[src/rtl/dma_desc_scheduler_pkg.sv]
// Shared types for the DMA descriptor scheduler: descriptor, DMA status/error,
// completion record, scheduler state encoding and the round-robin pick helper.
package dma_desc_scheduler_pkg;

    localparam int SCHED_NUM_REQ = 2;

    typedef struct packed {
        logic [31:0] src_addr;
        logic [31:0] dst_addr;
        logic [31:0] num_bytes;
    } s_dma_desc_t;

    typedef struct packed {
        logic busy;
        logic done;
    } s_dma_status_t;

    typedef struct packed {
        logic [31:0] err_addr;
        logic        err_src;
        logic        err_dst;
    } s_dma_error_t;

    typedef struct packed {
        logic         req_id;
        logic         err;
        logic         timeout;
        logic         skipped;
        s_dma_error_t dma_err;
    } s_dma_sched_cpl_t;

    typedef enum logic [1:0] {
        IDLE = 2'd0,
        GO   = 2'd1,
        WAIT = 2'd2,
        CPL  = 2'd3
    } e_dma_sched_state_t;

    // Pointer wins when its FIFO has data; otherwise the other requester wins.
    function automatic logic rr_pick(input logic [SCHED_NUM_REQ-1:0] nonempty,
                                     input logic ptr);
        if (nonempty[ptr]) begin
            return ptr;
        end
        return ~ptr;
    endfunction

endpackage

[src/rtl/dma_desc_fifo.sv]
// Synchronous descriptor FIFO with a combinational head (no read latency).
// Push must only be asserted when not full, pop only when not empty.
module dma_desc_fifo
    import dma_desc_scheduler_pkg::*;
#(
    parameter int DEPTH = 4
) (
    input  logic        clk,
    input  logic        rst_n,
    input  logic        push,
    input  logic        pop,
    input  s_dma_desc_t din,
    output s_dma_desc_t head,
    output logic        full,
    output logic        empty
);

    localparam int AW = (DEPTH > 1) ? $clog2(DEPTH) : 1;

    s_dma_desc_t   mem [DEPTH];
    logic [AW-1:0] wr_ptr_q;
    logic [AW-1:0] rd_ptr_q;
    logic [AW:0]   count_q;

    assign head  = mem[rd_ptr_q];
    assign full  = (count_q == (AW+1)'(DEPTH));
    assign empty = (count_q == '0);

    // Pointer and occupancy tracking; push+pop together leaves the count unchanged.
    always_ff @(posedge clk or negedge rst_n) begin
        if (!rst_n) begin
            wr_ptr_q <= '0;
            rd_ptr_q <= '0;
            count_q  <= '0;
        end else begin
            if (push) begin
                wr_ptr_q <= wr_ptr_q + 1'b1;
            end
            if (pop) begin
                rd_ptr_q <= rd_ptr_q + 1'b1;
            end
            case ({push, pop})
                2'b10:   count_q <= count_q + 1'b1;
                2'b01:   count_q <= count_q - 1'b1;
                default: count_q <= count_q;
            endcase
        end
    end

    // Descriptor storage, written at the tail.
    always_ff @(posedge clk) begin
        if (push) begin
            mem[wr_ptr_q] <= din;
        end
    end

endmodule

[src/rtl/dma_desc_scheduler.sv]
// Two-requester DMA descriptor scheduler: buffers descriptors, arbitrates
// round-robin, launches the DMA, supervises completion/timeout and reports
// one completion record per descriptor.
module dma_desc_scheduler
    import dma_desc_scheduler_pkg::*;
#(
    parameter int FIFO_DEPTH     = 4,
    parameter int TIMEOUT_CYCLES = 4096,
    parameter int CNT_W          = 16
) (
    input  logic                                 clk,
    input  logic                                 rst_n,
    input  logic                                 en_i,
    input  logic [SCHED_NUM_REQ-1:0]             req_valid_i,
    output logic [SCHED_NUM_REQ-1:0]             req_ready_o,
    input  s_dma_desc_t [SCHED_NUM_REQ-1:0]      req_desc_i,
    output logic                                 dma_go_o,
    output s_dma_desc_t                          dma_desc_o,
    input  s_dma_status_t                        dma_stats_i,
    input  s_dma_error_t                         dma_error_i,
    output logic                                 master_ctrl_o,
    output logic                                 cpl_valid_o,
    input  logic                                 cpl_ready_i,
    output s_dma_sched_cpl_t                     cpl_o,
    output logic                                 busy_o
);

    localparam logic [CNT_W-1:0] TO_LAST = CNT_W'(TIMEOUT_CYCLES - 1);

    e_dma_sched_state_t              state_q;
    e_dma_sched_state_t              state_d;
    logic [SCHED_NUM_REQ-1:0]        fifo_full;
    logic [SCHED_NUM_REQ-1:0]        fifo_empty;
    logic [SCHED_NUM_REQ-1:0]        fifo_push;
    logic [SCHED_NUM_REQ-1:0]        fifo_pop;
    s_dma_desc_t [SCHED_NUM_REQ-1:0] fifo_head;
    logic                            ready_en_q;
    logic                            rr_ptr_q;
    logic                            grant_id;
    logic                            grant_vld;
    logic                            grant_skip;
    logic                            wait_done;
    logic                            wait_to;
    logic                            to_hit;
    logic [CNT_W-1:0]                cnt_q;
    logic                            unused_stats;

    assign unused_stats = dma_stats_i.busy;

    // Ready is held low through reset and only reflects FIFO space afterwards.
    assign req_ready_o = {SCHED_NUM_REQ{ready_en_q}} & ~fifo_full;
    assign fifo_push   = req_valid_i & req_ready_o;
    assign grant_id    = rr_pick(~fifo_empty, rr_ptr_q);
    assign to_hit      = (TIMEOUT_CYCLES != 0) && (cnt_q == TO_LAST);

    for (genvar g = 0; g < SCHED_NUM_REQ; g++) begin : g_fifo
        dma_desc_fifo #(
            .DEPTH (FIFO_DEPTH)
        ) u_fifo (
            .clk   (clk),
            .rst_n (rst_n),
            .push  (fifo_push[g]),
            .pop   (fifo_pop[g]),
            .din   (req_desc_i[g]),
            .head  (fifo_head[g]),
            .full  (fifo_full[g]),
            .empty (fifo_empty[g])
        );
    end

    // Enables the ready outputs one cycle after reset release.
    always_ff @(posedge clk or negedge rst_n) begin
        if (!rst_n) begin
            ready_en_q <= 1'b0;
        end else begin
            ready_en_q <= 1'b1;
        end
    end

    // Scheduler state register.
    always_ff @(posedge clk or negedge rst_n) begin
        if (!rst_n) begin
            state_q <= IDLE;
        end else begin
            state_q <= state_d;
        end
    end

    // Next-state, launch/completion strobes and state-decoded outputs.
    always_comb begin
        state_d       = state_q;
        fifo_pop      = '0;
        grant_vld     = 1'b0;
        grant_skip    = 1'b0;
        wait_done     = 1'b0;
        wait_to       = 1'b0;
        dma_go_o      = 1'b0;
        master_ctrl_o = 1'b0;
        cpl_valid_o   = 1'b0;
        busy_o        = (state_q != IDLE);
        case (state_q)
            IDLE: begin
                if (en_i && (|(~fifo_empty))) begin
                    grant_vld          = 1'b1;
                    fifo_pop[grant_id] = 1'b1;
                    if (fifo_head[grant_id].num_bytes == '0) begin
                        grant_skip = 1'b1;
                        state_d    = CPL;
                    end else begin
                        state_d = GO;
                    end
                end
            end
            GO: begin
                dma_go_o      = 1'b1;
                master_ctrl_o = 1'b1;
                state_d       = WAIT;
            end
            WAIT: begin
                master_ctrl_o = 1'b1;
                if (dma_stats_i.done) begin
                    wait_done = 1'b1;
                    state_d   = CPL;
                end else if (to_hit) begin
                    wait_to = 1'b1;
                    state_d = CPL;
                end
            end
            CPL: begin
                cpl_valid_o = 1'b1;
                if (cpl_ready_i) begin
                    state_d = IDLE;
                end
            end
            default: state_d = IDLE;
        endcase
    end

    // Descriptor latch, RR pointer, WAIT counter and completion record build-up.
    always_ff @(posedge clk or negedge rst_n) begin
        if (!rst_n) begin
            rr_ptr_q   <= 1'b0;
            cnt_q      <= '0;
            dma_desc_o <= '0;
            cpl_o      <= '0;
        end else begin
            if (grant_vld) begin
                rr_ptr_q      <= ~grant_id;
                dma_desc_o    <= fifo_head[grant_id];
                cpl_o         <= '0;
                cpl_o.req_id  <= grant_id;
                cpl_o.skipped <= grant_skip;
            end
            if (state_q == GO) begin
                cnt_q <= '0;
            end else if (state_q == WAIT) begin
                cnt_q <= cnt_q + 1'b1;
            end
            if (wait_done) begin
                cpl_o.err     <= |dma_error_i;
                cpl_o.dma_err <= dma_error_i;
            end
            if (wait_to) begin
                cpl_o.timeout <= 1'b1;
            end
        end
    end

endmodule

[config.mk]
export PLATFORM = sky130hd
export DESIGN_NAME = dma_desc_scheduler
export DESIGN_NICKNAME = d
export VERILOG_FILES = /design/src/rtl/dma_desc_scheduler_pkg.sv /design/src/rtl/dma_desc_fifo.sv /design/src/rtl/dma_desc_scheduler.sv
export SDC_FILE = /design/constraint.sdc
export NUM_CORES = 1
export LEC_CHECK = 0
export CORE_MARGIN = 4
export CORE_UTILIZATION = 30
export DETAILED_ROUTE_END_ITERATION = 10
export GPL_TIMING_DRIVEN = 0
export RECOVER_POWER = 25
export SETUP_SLACK_MARGIN = 0.15
export SLEW_MARGIN = 5
export SYNTH_ARGS = -nofsm -noshare
export SYNTH_HDL_FRONTEND = slang
export SYNTH_SLANG_ARGS = --single-unit
[constraint.sdc]
create_clock -name clk -period 4.15 [get_ports clk]
set_input_delay 0.415 -clock clk [delete_from_list [all_inputs] [get_ports clk]]
set_output_delay 0.415 -clock clk [all_outputs]
set_load 0.03 [all_outputs]
=== After elaboration in Yosys (flattened, before gate mapping) ===
Memory sizes are Yosys's and may differ from the RTL's.
Cells that the tools add are included.
W data, S select, Z words.

* Add/sub/neg operators: 9
* Magnitude comparators: 3
* Equality and inequality tests: 13
* Muxes and demuxes: 42
* Bitwise logic cells: 6
* Reductions and logical operators: 16

{| class="wikitable"
|+ Operator list
! cell !! count
|-
| $mux W96 || 2
|-
| $mux W37 || 1
|-
| $mux W34 || 1
|-
| $reduce_or A34 Y1 || 1
|-
| $logic_not A32 Y1 || 1
|-
| $mux W16 || 2
|-
| $mux W1 || 25
|-
| $add A16 B1 Y16 const B || 1
|-
| $eq A16 B12 Y1 const B || 1
|-
| $mux W2 || 7
|-
| $pmux W3 S2 || 2
|-
| $reduce_bool A2 Y1 || 6
|-
| $add A2 B1 Y2 const B || 4
|-
| $eq A2 B2 Y1 const B || 4
|-
| $pmux W2 S4 || 1
|-
| $add A3 B1 Y3 const B || 2
|-
| $eq A2 B1 Y1 const B || 3
|-
| $eq A3 B3 Y1 const B || 2
|-
| $logic_not A3 Y1 || 2
|-
| $sub A3 B1 Y3 const B || 2
|-
| $and A2 B2 Y2 || 2
|-
| $lt A1 B2 Y1 const B || 2
|-
| $ne A2 B2 Y1 const B || 2
|-
| $not A2 Y2 || 2
|-
| 8 further kinds || 11
|}

* Register bits: 168
* Bits in writable memories: 768
* Output and inout bits: 140
* Memories: 2

{| class="wikitable"
|+ Memory list
! memory !! depth !! bits a word !! read ports !! clocked after memory_dff !! wr ports !! line !! RTL
|-
| g_fifo[0].u_fifo.mem || 4 || 96 || 1 || 0 || 1 || dma_desc_fifo.sv:20 || <nowiki>s_dma_desc_t mem [DEPTH];</nowiki>
|-
| g_fifo[1].u_fifo.mem || 4 || 96 || 1 || 0 || 1 || dma_desc_fifo.sv:20 ||
|}

=== Logic depth before layout (Yosys ltp) ===
* Word-level depth: 14
* Mapped depth: 12
* Gate-level depth less buffers: 11

=== Modules after synthesis ===
Synthesis repeated with hierarchy kept, for this count alone.

* Cell total of the unflattened synthesis: 1807
* Area total of the unflattened synthesis: 35606.6 µm²

{| class="wikitable"
|+ Modules (own cells, without submodules)
! module !! times used !! cells each !! area each (µm²)
|-
| dma_desc_fifo || 2 || 539 || 14231.1
|-
| dma_desc_scheduler || 1 || 729 || 7144.4
|}

=== Worst setup path before layout ===
OpenSTA, ideal clock, no wires.

* Path type: register to register
* Start point: register g_fifo[1].u_fifo.count_q[0]
* End point: memory g_fifo[1].u_fifo.mem[0][0] (netlist bit) (enable)
* Arrival: 3618 ps
* Data required time: 3684 ps
* Slack: 66 ps
* Stages on the path, launching flop included: 4
* Path buffers: 0
* Clock period less this slack: 4084 ps
* Path through: dfrtp_1 > inv_1 > a31oi_1 > and3_1

* Cells in the longest elaborated chain, start to end: 6

{| class="wikitable"
|+ Ends and longest elaborated chain
! item !! line !! RTL
|-
| start: declaration || dma_desc_fifo.sv:23 || <nowiki>logic [AW:0] count_q;</nowiki>
|-
| start signal: assignment || dma_desc_fifo.sv:43 || <nowiki>2'b10: count_q <= count_q + 1'b1;</nowiki>
|-
| start signal: assignment || dma_desc_fifo.sv:44 || <nowiki>2'b01: count_q <= count_q - 1'b1;</nowiki>
|-
| start signal: assignment || dma_desc_fifo.sv:45 || <nowiki>default: count_q <= count_q;</nowiki>
|-
| $eq A3 B3 Y1 || dma_desc_fifo.sv:26 || <nowiki>assign full = (count_q == (AW+1)'(DEPTH));</nowiki>
|-
| $not A2 Y2 || dma_desc_scheduler.sv:51 || <nowiki>assign req_ready_o = {SCHED_NUM_REQ{ready_en_q}} & ~fifo_full;</nowiki>
|-
| $and A2 B2 Y2 || dma_desc_scheduler.sv:51 ||
|-
| via req_ready_o[1] || dma_desc_scheduler.sv:15 || <nowiki>output logic [SCHED_NUM_REQ-1:0] req_ready_o,</nowiki>
|-
| $and A2 B2 Y2 || dma_desc_scheduler.sv:52 || <nowiki>assign fifo_push = req_valid_i & req_ready_o;</nowiki>
|-
| $mux W1 || dma_desc_fifo.sv:52 || <nowiki>if (push) begin</nowiki>
|-
| $mux W1 (not written as such) || dma_desc_fifo.sv:53 || <nowiki>mem[wr_ptr_q] <= din;</nowiki>
|-
| end: declaration || dma_desc_fifo.sv:20 ||
|}

The timed path passes the listed nets, and every way through them passes these cells.

=== Worst setup path after layout ===
* Start point: register g_fifo[0].u_fifo.count_q[0]
* End point: register g_fifo[1].u_fifo.count_q[2]

* Cells in the longest elaborated chain, start to end: 14

{| class="wikitable"
|+ Ends and longest elaborated chain
! item !! line !! RTL
|-
| start: declaration || dma_desc_fifo.sv:23 ||
|-
| start signal: assignment || dma_desc_fifo.sv:43 ||
|-
| start signal: assignment || dma_desc_fifo.sv:44 ||
|-
| start signal: assignment || dma_desc_fifo.sv:45 ||
|-
| $logic_not A3 Y1 (*) || dma_desc_fifo.sv:27 || <nowiki>assign empty = (count_q == '0);</nowiki>
|-
| $not A2 Y2 (*) || dma_desc_scheduler.sv:53, dma_desc_scheduler.sv:103 ||
|-
| $mux W1 (not written as such) (2 in series) || dma_desc_scheduler_pkg.sv:42 || <nowiki>if (nonempty[ptr]) begin</nowiki>
|-
| $mux W1 || dma_desc_scheduler_pkg.sv:42 ||
|-
| $mux W1 || dma_desc_scheduler_pkg.sv:45 || <nowiki>return ~ptr;</nowiki>
|-
| $lt A1 B2 Y1 (not written as such) / $ge A1 B1 Y1 (equally long branches) || dma_desc_scheduler.sv:105 || <nowiki>fifo_pop[grant_id] = 1'b1;</nowiki>
|-
| $logic_and A1 B1 Y1 (not written as such) || dma_desc_scheduler.sv:105 ||
|-
| $mux W1 (not written as such) || dma_desc_scheduler.sv:105 ||
|-
| $demux W1 S1 || dma_desc_scheduler.sv:105 ||
|-
| $mux W2 (*) || dma_desc_scheduler.sv:103 || <nowiki>if (en_i && (|(~fifo_empty))) begin</nowiki>
|-
| $mux W2 (*) || dma_desc_scheduler.sv:101 || <nowiki>case (state_q)</nowiki>
|-
| via g_fifo[1].u_fifo.pop || dma_desc_fifo.sv:11 || <nowiki>input logic pop,</nowiki>
|-
| $eq A2 B1 Y1 / $eq A2 B2 Y1 (equally long branches) || dma_desc_fifo.sv:42 || <nowiki>case ({push, pop})</nowiki>
|-
| $pmux W3 S2 / $reduce_bool A2 Y1 (equally long branches) || -- ||
|}

Mark *: on every way through the listed nets, which the timed path passes. The rest lies on a longest branch. The select of a mux whose other input is x is not followed.
A chain may end at the register's enable or synchronous reset.

==> results_dict.tcl <==
set metrics [dict create \
    status "complete, no violations" \
    endpoint_kind "register" \
    grt_antenna_before_repair 44 \
    power.switching_mw 11.0 \
    fillers 10800 \
    vias 19700 \
    stdcell_count 4071 \
    syn2layout_area_growth_pct 26.9 \
    synth_cell_types 43 \
    finalHoldViolations 0 \
    maxCapViolCount 0 \
    placed_cell_area_um2 41800 \
    clock_skew_ns 0.0205 \
    powerDensity_nw_per_um2 717 \
    synth.yosys.seq_area_share_pct 76.5 \
    p_clk_share_pct 27.7 \
    cts.repair.resized 0 \
    core_area_um2 118000 \
    cts_made_buffers 102 \
    drc 0 \
    rsz0062_at_grt "no" \
    crit_chain "nor4_1 > clkbuf_1 > nor2_1 > nor2_1 > ha_1 > inv_1 > fa_1 > xor2_1 > nor2_1 > xor2_1" \
    cts_tree "built" \
    worst-endpoint-required_ns 4.74 \
    startpoint_type "register" \
    crit_fanout 10 \
    drive_above_1_share_pct 17.0 \
    drtIter0Drc 1507 \
    path_delay_family "simple AND/OR/NAND/NOR gates" \
    slew_viol_final 0 \
    place_inst 3852 \
    relSlewSlack_pct 17.3 \
    clk_pin_slew_ns 0.06 \
    p_sw_share_pct 34.0 \
    ios 374 \
    die_y_um 353 \
    grt_pass1_wl_um 143000 \
    worstMarginPinSlew_ns 1.23 \
    period_needed_ns 3.47 \
    p_leak_nw 15.1 \
    clock_path_buffers 3 \
    multi_input_area_um2 7810 \
    cpPeakStageDelay_ns 1.02 \
    yosysWarnings 0 \
    postCtsHoldBufs 1 \
    grt_pass1_vias 21100 \
    seq_area_um2 27300 \
    cts_setup_buffers 0 \
    cp.arrival_ns 4.06 \
    worst_path_max_delay_cell "nor4_1" \
    crit_top_cell "nor2_1" \
    drt-total-wl_um 97100 \
    cts-htree-levels 3 \
    cts_sinks 936 \
    dr.pass1.iters 5 \
    grt_overflow 0 \
    avgSynthCellArea_um2 18.5 \
    setup_viol 0 \
    dieArea_um2 124000 \
    r2r_cells 10 \
    critical_path_depth 10 \
    ant_nets 0 \
    critPathKind "reg2reg" \
    crit_buf_inv 2 \
    grt_max_degree 108 \
    vdd_drop_max_v 0.000460 \
    via_per_inst 4.84 \
    period_share_pct 83.5 \
    clock-root-buffer "clkbuf_16" \
    hpwl_um 67400 \
    setup-tns-final_ns 0 \
    clkLatencyLatePin_ns 0.67 \
    combPwrFrac_pct 33.7 \
    portBuffers 372 \
    wl_per_cell_um 23.9 \
    seqPwrFrac_pct 38.5 \
    clock.fmax_mhz 289 \
    die_x_um 353 \
    num-nets-final 2673 \
    start_util_pct 30.2 \
    final_cell_mix "768 x edfxtp_1, 242 x clkdlybuf4s50_1, 210 x nand2_1" \
    layout_commonest_cell "edfxtp_1" \
    gp_congestion 0.830 \
    ys_ff_latch 936 \
    final_util_pct 38.3 \
    synth_nets 2179 \
    stdcell_area_um2 45200 \
    rows 126 \
    hp-class "in2async" \
    intPower_mw 21.4 \
    synthesis.instances 1927 \
    grtUsageTotal_pct 15.5 \
    syn_area_um2 35600 \
]
-- synth_stat cells (all sizes together) --
cell    number  area share, %
ha          16           0.56
a21oi        7          0.098
o31a         1          0.025
nor2       116            1.2
a31oi       97            1.7
a21o         1          0.021
a221o        1          0.028
conb         1          0.011
o31ai        2          0.056
o21ai       75            1.1
and2         5          0.088
nand2      210            2.2
o22ai        7           0.12
mux2         3          0.095
xor2         8           0.20
nand4       22           0.39
clkbuf      60           0.63
fa           2           0.11
nor4        14           0.25
mux2i        4           0.11
buf         49           0.83
nand3b       1          0.021
dfrtp      168             12
nor2b        4          0.070
edfxtp     768             65
xnor2       10           0.25
inv         24           0.25
nand3       38           0.53
or2          1          0.018
nor3         2          0.028
and3         9           0.16
mux4       192             12
o41ai        1          0.046
nand2b       1          0.018
or3          2          0.035
nor3b        2          0.042
or4          3          0.063
-- logic make-up after synthesis --
logic type               after synthesis  synth area share [%]
AO/OA/AOI/OAI                        192                  3.15
AND/OR/NAND/NOR                      430                  5.14
multiplexers                         199                  12.4
buffers and inverters                133                  1.71
flip-flops                           936                  76.5
other                                  1                0.0105
adder cells (fa/ha/maj)               18                 0.674
XOR/XNOR                              18                 0.442
-- power groups by stage --
stage	logic (mW)	clock network, mW	registers [mW]
6_report	10.9	8.99	12.5
5_1_grt	11.9	9.63	12.6
4_1_cts	11.3	9.24	12.5
3_5_place_dp	11.2	0	12.7
3_3_place_gp	10.9	0	12.7
2_1_floorplan	5.55	0	13.7
-- sequential cells by signal, summed over array words and instances (netlist names) --
register	cells
g_fifo.u_fifo.mem	768
g_fifo.u_fifo.wr_ptr_q	4
g_fifo.u_fifo.count_q	6
dma_desc_o	96
g_fifo.u_fifo.rd_ptr_q	4
rr_ptr_q	1
cpl_o	38
cnt_q	16
state_q	2
ready_en_q	1
-- per-stage QoR --
stage               setup WS, ns  total power [mW]  hold WS (ns)
global route               0.502              34.1         0.300
detailed placement         0.684              23.9         0.421
finish                     0.685              32.4         0.296
floorplan                  0.162              19.2         0.119
global placement           -5.15              23.7         0.472
CTS                        0.715              33.0         0.260
-- area by class of cell --
cell class | count | share of cell area (%)
Clock inverter | 60 | 1.28
Clock buffer | 131 | 6.13
Multi-Input combinational cell | 858 | 17.3
Sequential cell | 936 | 60.3
Antenna cell | 27 | 0.149
Tap cell | 1536 | 4.25
Inverter | 24 | 0.199
Timing Repair Buffer | 390 | 9.27
Buffer | 109 | 1.16
-- layer usage --
layer	wire, um	up-vias	share of wire, %	track usage (%)
li1	-	8647	-	-
met1	39100	10200	40	19.2
met2	47700	630	49	26.1
met3	7690	181	7.9	5.10
met4	2470	24	2.5	4.05
met5	159	-	0.16	0
-- worst reg2reg max path, cell delays in order (launching register included) --
cell and delay (ns):
dfrtp_1 0.47, nor4_1 1.02, clkbuf_1 0.41, nor2_1 0.19, nor2_1 0.25, ha_1 0.22
inv_1 0.06, fa_1 0.37, xor2_1 0.15, nor2_1 0.11, xor2_1 0.14
-- path summary, 6_finish.rpt --
kind	startpoint	to	slack, ns
worst max-delay path	g_fifo[0].u_fifo.count_q[0]	g_fifo[1].u_fifo.count_q[2]	0.68
worst max register to register	g_fifo[0].u_fifo.count_q[0]	g_fifo[1].u_fifo.count_q[2]	0.68
max in group asynchronous	rst_n	dma_desc_o[74]	2.82
worst min register to register	cpl_o[35]	cpl_o[35]	0.49
worst min-delay path	rst_n	dma_desc_o[9]	0.30
min in group clk	dma_error_i[33]	cpl_o[33]	0.35
Note: power is estimated with default switching activity, not from simulation.
